**src/rtl/jpeg_frame_ctrl.sv**
```systemverilog
`default_nettype none
// ============================================================================
// Module   : jpeg_frame_ctrl
// Brief    : Per-frame sequencer around jpeg_core: gates source words into the
//            core inport, counts decoded pixels and reports done / error.
// Revision : 1.0 - initial release
// ============================================================================
module jpeg_frame_ctrl #(
  parameter int                   WORD_CNT_W  = 20,
  parameter int                   TIMEOUT_W   = 24,
  parameter logic [TIMEOUT_W-1:0] TIMEOUT_CYC = 24'hFFFFFF
) (
  input  logic                  clk_i,
  input  logic                  rst_i,
  input  logic                  start_i,
  input  logic [WORD_CNT_W-1:0] word_count_i,
  input  logic [3:0]            last_strb_i,
  output logic                  busy_o,
  output logic                  done_o,
  output logic                  error_o,
  output logic [31:0]           pixel_count_o,
  input  logic                  src_valid_i,
  input  logic [31:0]           src_data_i,
  output logic                  src_ready_o,
  output logic                  core_valid_o,
  output logic [31:0]           core_data_o,
  output logic [3:0]            core_strb_o,
  output logic                  core_last_o,
  input  logic                  core_accept_i,
  input  logic                  pix_valid_i,
  input  logic [15:0]           pix_width_i,
  input  logic [15:0]           pix_height_i,
  input  logic                  sink_ready_i,
  output logic                  pix_accept_o,
  input  logic                  core_idle_i
);

  typedef enum logic [2:0] {
    S_IDLE  = 3'd0,
    S_FEED  = 3'd1,
    S_DRAIN = 3'd2,
    S_DONE  = 3'd3,
    S_ERR   = 3'd4
  } state_t;

  state_t                r_state;
  state_t                w_next;
  logic [WORD_CNT_W-1:0] r_words_left;
  logic [3:0]            r_last_strb;
  logic [31:0]           r_pixel_count;
  logic [31:0]           r_target;
  logic                  r_target_v;
  logic [TIMEOUT_W-1:0]  r_timer;
  logic                  r_error;

  logic w_feed;
  logic w_drain;
  logic w_last;
  logic w_word_hs;
  logic w_pix_hs;
  logic w_cnt_hs;
  logic w_first_pix;
  logic w_dim_zero;
  logic w_start_ok;
  logic w_start_go;

  assign w_feed      = (r_state == S_FEED);
  assign w_drain     = (r_state == S_DRAIN);
  assign w_last      = (r_words_left == WORD_CNT_W'(1));
  assign w_word_hs   = w_feed & src_valid_i & core_accept_i;
  assign w_pix_hs    = pix_valid_i & sink_ready_i;
  assign w_cnt_hs    = (w_feed | w_drain) & w_pix_hs;
  assign w_first_pix = w_cnt_hs & ~r_target_v;
  assign w_dim_zero  = (pix_width_i == 16'd0) | (pix_height_i == 16'd0);
  assign w_start_ok  = start_i & ((r_state == S_IDLE) | (r_state == S_ERR));
  assign w_start_go  = w_start_ok & (word_count_i != '0);

  assign busy_o        = w_feed | w_drain;
  assign done_o        = (r_state == S_DONE);
  assign error_o       = r_error;
  assign pixel_count_o = r_pixel_count;
  assign pix_accept_o  = sink_ready_i;

  always_ff @(posedge clk_i or negedge rst_i) begin
    if (!rst_i) begin
      r_state <= S_IDLE;
      r_error <= 1'b0;
    end else begin
      r_state <= w_next;
      r_error <= (w_next == S_ERR);
    end
  end

  always_comb begin
    w_next       = r_state;
    core_valid_o = 1'b0;
    src_ready_o  = 1'b0;
    core_data_o  = 32'd0;
    core_strb_o  = 4'd0;
    core_last_o  = 1'b0;
    case (r_state)
      S_IDLE, S_ERR: begin
        if (start_i) begin
          w_next = (word_count_i == '0) ? S_ERR : S_FEED;
        end
      end
      S_FEED: begin
        core_valid_o = src_valid_i;
        src_ready_o  = core_accept_i;
        core_data_o  = src_data_i;
        core_last_o  = w_last;
        core_strb_o  = w_last ? r_last_strb : 4'hF;
        if (w_first_pix & w_dim_zero) begin
          w_next = S_ERR;
        end else if (w_word_hs & w_last) begin
          w_next = S_DRAIN;
        end
      end
      S_DRAIN: begin
        // Completion uses the registered count, so it lands a cycle after the final pixel.
        if (w_first_pix & w_dim_zero) begin
          w_next = S_ERR;
        end else if (r_timer == TIMEOUT_CYC) begin
          w_next = S_ERR;
        end else if (r_target_v & (r_pixel_count > r_target)) begin
          w_next = S_ERR;
        end else if (r_target_v & (r_pixel_count == r_target) & core_idle_i) begin
          w_next = S_DONE;
        end
      end
      S_DONE:  w_next = S_IDLE;
      default: w_next = S_IDLE;
    endcase
  end

  always_ff @(posedge clk_i or negedge rst_i) begin
    if (!rst_i) begin
      r_words_left  <= '0;
      r_last_strb   <= 4'd0;
      r_pixel_count <= 32'd0;
      r_target      <= 32'd0;
      r_target_v    <= 1'b0;
      r_timer       <= '0;
    end else if (w_start_go) begin
      r_words_left  <= word_count_i;
      r_last_strb   <= last_strb_i;
      r_pixel_count <= 32'd0;
      r_target      <= 32'd0;
      r_target_v    <= 1'b0;
      r_timer       <= '0;
    end else begin
      if (w_word_hs) begin
        r_words_left <= r_words_left - WORD_CNT_W'(1);
      end
      if (w_cnt_hs && (r_pixel_count != 32'hFFFF_FFFF)) begin
        r_pixel_count <= r_pixel_count + 32'd1;
      end
      if (w_first_pix) begin
        r_target   <= 32'(pix_width_i) * 32'(pix_height_i);
        r_target_v <= 1'b1;
      end
      // Watchdog only runs while waiting for the core to drain.
      if (w_drain && !w_pix_hs) begin
        r_timer <= r_timer + TIMEOUT_W'(1);
      end else begin
        r_timer <= '0;
      end
    end
  end

endmodule
`default_nettype wire
```
**config.mk**
```make
export PLATFORM = sky130hd
export DESIGN_NAME = jpeg_frame_ctrl
export DESIGN_NICKNAME = d
export VERILOG_FILES = /design/src/rtl/jpeg_frame_ctrl.sv
export SDC_FILE = /design/constraint.sdc
export NUM_CORES = 1
export LEC_CHECK = 0
export CAP_MARGIN = 20
export CORE_MARGIN = 5
export CORE_UTILIZATION = 50
export DETAILED_ROUTE_END_ITERATION = 10
export GPL_TIMING_DRIVEN = 1
export HOLD_SLACK_MARGIN = 0.1
export PLACE_DENSITY = 0.77
export SETUP_SLACK_MARGIN = 0.4
export SLEW_MARGIN = 5
export SYNTH_ARGS = -nofsm -noshare
export SYNTH_HDL_FRONTEND = slang
export SYNTH_SLANG_ARGS = --single-unit
```
**constraint.sdc**
```tcl
create_clock -name clk_i -period 3 [get_ports clk_i]
set_clock_uncertainty 0.05 [all_clocks]
set_input_delay 0.45 -clock clk_i [delete_from_list [all_inputs] [get_ports clk_i]]
set_output_delay 0.45 -clock clk_i [all_outputs]
set_load 0.03 [all_outputs]
```
==> impl_metrics.env, run 1 <==
export IMPL_grt_pass1_wl_um=72700
export IMPL_worstMarginPinSlew_ns=0.837
export IMPL_synth_warnings=0
export IMPL_yosys_top_cells_area="fa_1 26%, dfrtp_1 19%, ha_1 12%"
export IMPL_n_antenna_cell=0
export IMPL_path_class="in -> reg"
export IMPL_numPortBuffers=170
export IMPL_fmax_ghz=0.170
export IMPL_clk_pin_slew_ns=0.06
export IMPL_place_gp_congestion=0.882
export IMPL_fp_coreArea_mm2=0.0299
export IMPL_syn_avg_cell_area_um2=8.73
export IMPL_cts_sinks=117
export IMPL_antenna_left=0
export IMPL_endpoint_kind="register"
export IMPL_synthCells=1743
export IMPL_firstDrtPassIters=5
export IMPL_num_nets_final=2549
export IMPL_worst_slack_ns=-2.88
export IMPL_synth_common_cells="285 x inv_1, 227 x nand2_1, 194 x fa_1"
export IMPL_ys_ff_latch=117
export IMPL_fin_crit_ns=5.88
export IMPL_cts_tree="done"
export IMPL_synth_top_area_share_pct=25.5
export IMPL_critPathMaxFanout=4
export IMPL_synth_top_area_cell="fa_1"
export IMPL_run_status="complete, but fails checks"
export IMPL_drc=0
export IMPL_ff_latch_area_mm2=0.00293
export IMPL_cts_max_level=4
export IMPL_slew_headroom_pct=44.2
export IMPL_wirelength_um=44400
export IMPL_peakVddDrop_mv=1.84
export IMPL_rsz0062_at_grt="yes"
export IMPL_ios=171
export IMPL_grt_max_degree=118
export IMPL_setup_viol=28
export IMPL_nFillCells=2123
export IMPL_layout_drive_gt1_share_pct=24.9
export IMPL_postPlaceCellArea_mm2=0.0191
export IMPL_vias=13900
export IMPL_async_flop_share_pct=100
export IMPL_violations="negative setup slack"
export IMPL_report_final_slew_viol_count=0
export IMPL_synth_ff_type="dfrtp_1"
export IMPL_yosysSeqAreaShare_pct=19.2
export IMPL_syn_to_final_growth_pct=37.0
export IMPL_hp_class="in -> async"
export IMPL_overflow=0
export IMPL_p_per_area_mw_per_mm2=1310
export IMPL_die_w_um=184
export IMPL_worstPathArrival_ns=6.18
export IMPL_synth_cell_types=66
export IMPL_grt_antenna_before_repair=0
export IMPL_numCtsBuffers=17
export IMPL_synth_area_mm2=0.0152
export IMPL_clk_path_buf_depth=2
export IMPL_synth_most_common_cell="inv_1"
export IMPL_finalHoldViolCount=0
export IMPL_die_h_um=184
export IMPL_initial_core_util_pct=50.9
export IMPL_clk_latency_ns=0.42
export IMPL_cp_required_ns=3.30
export IMPL_cts_root_buf="clkbuf_16"
export IMPL_drtIter0Drc=889
export IMPL_start_kind="primary input"
export IMPL_synth_net_count=2173
export IMPL_grt_pass1_vias=14800
export IMPL_rows=63
export IMPL_fin_total_pwr_mw=27.4
export IMPL_place_hpwl_um=33700
export IMPL_leakage_nw=10.1
export IMPL_vias_per_cell=5.52
export IMPL_synth_edf_count=0
export IMPL_multi_input_area_mm2=0.0120
export IMPL_wl_per_cell_um=17.6
export IMPL_final_area_mm2=0.0209
export IMPL_period_share_pct=196
export IMPL_track_usage_pct=26.3
export IMPL_maxCapViolations=0
export IMPL_dieArea_mm2=0.0340
export IMPL_hold_slack_ns=0.0532
==> cells in the final DEF (no fill, tap or decap), types with 39 or more instances in the layout <==
master	Yosys	final
inv_1	285	247
and2_1	153	133
nand2_1	227	211
fa_1	194	170
buf_6	0	62
nand3_1	46	43
a21oi_1	60	42
ha_1	140	108
nor2_1	84	80
dfrtp_1	117	117
clkdlybuf4s50_1	0	98
buf_4	1	189
o21ai_0	62	39
==> registers in the layout, indices dropped and copies added, names as in the netlist <==
register	cells
r_timer	24
error_o	1
r_words_left	20
pixel_count_o	32
r_last_strb	4
r_target	32
r_target_v	1
r_state	3
==> through the flow <==
step	setup TNS, ns	std cells	util (%)	worst slack (ns)
4_1_cts	-58.98	2507	68.6	-2.79
6_report	-61.33	2522	69.8	-2.88
3_5_place_dp	-82.74	2425	64.0	-3.55
3_3_place_gp	-80.06	2425	64.0	-3.46
5_1_grt	-65.58	2522	69.8	-3.04
2_1_floorplan	-55.67	1743	-	-2.84
==> kinds of logic after synthesis <==
family | after synthesis | synth area share, %
AOI/OAI and AO/OA | 224 | 9.47
xor gates and xnor gates | 64 | 3.68
adders and majority gates | 334 | 37.0
buffers and inverters | 355 | 8.81
DFF | 117 | 19.2
muxes | 5 | 0.329
and+or+nand+nor | 644 | 21.4
==> cell type report <==
type	instances	share of cell area (%)
Multi-Input combinational cell	1271	57.4
Timing Repair Buffer	427	18.4
Clock buffer	17	2.04
Sequential cell	117	14.0
Clock inverter	15	0.702
Tap cell	390	2.34
Inverter	285	5.14
==> path summary, 6_finish.rpt <==
path,from,end,slack [ns],cells after the start
min in group clk_i,r_last_strb[1],r_last_strb[1],0.44,2
worst min register to register,r_last_strb[1],r_last_strb[1],0.44,2
worst min-delay path,rst_i,r_last_strb[3],0.05,2
worst max register to register,pixel_count_o[2],r_state[1],0.44,9
max in group asynchronous,rst_i,pixel_count_o[27],2.36,2
worst max-delay path,pix_width_i[5],r_target[30],-2.88,24
==> worst max-delay path: stages <==
cell	delay [ns]
buf_6	0.09
buf_12	0.11
buf_8	0.13
and2_4	0.14
fa_1	0.53
inv_2	0.05
fa_2	0.57
fa_2	0.44
fa_1	0.49
inv_1	0.05
fa_1	0.51
inv_2	0.04
fa_1	0.53
inv_2	0.05
ha_4	0.25
a21oi_2	0.12
o22ai_1	0.09
nor3_2	0.21
a31oi_4	0.14
a41o_1	0.23
buf_6	0.13
a31o_4	0.22
or4_4	0.52
nand4_1	0.08
==> routing by layer <==
metal / GRT usage, % / share of wire [%] / vias up
li1: - / - / 6366
met1: 33.0 / 40 / 6980
met2: 46.0 / 52 / 442
met3: 4.68 / 5.5 / 128
met4: 8.43 / 2.9 / 0
met5: 0 / 0 / -
==> report_power, final <==
group / total (mW) / switching [mW] / internal [mW]
Sequential: 2.17 / 0.276 / 1.90
Combinational: 23.3 / 11.5 / 11.8
Clock: 1.97 / 0.808 / 1.16
==> what timing repair did <==
item	CTS	global route
hold buffers	0	0
endpoints found under the setup margin	79	77
resized for setup	314	83
pin swaps	119	63
cloned	3	0
setup buffers	47	15
Power figures use the tool's default switching activity.
==> inputs of run 2 (changes only) <==
--- a/config.mk
+++ b/config.mk
@@ -13,7 +13,6 @@
 export HOLD_SLACK_MARGIN = 0.1
 export PLACE_DENSITY = 0.77
 export SETUP_SLACK_MARGIN = 0.4
-export SLEW_MARGIN = 5
 export SYNTH_ARGS = -nofsm -noshare
 export SYNTH_HDL_FRONTEND = slang
 export SYNTH_SLANG_ARGS = --single-unit
==> results of run 2 <==
Same layout as run 1: the final DEF is identical, and so are final timing and power.
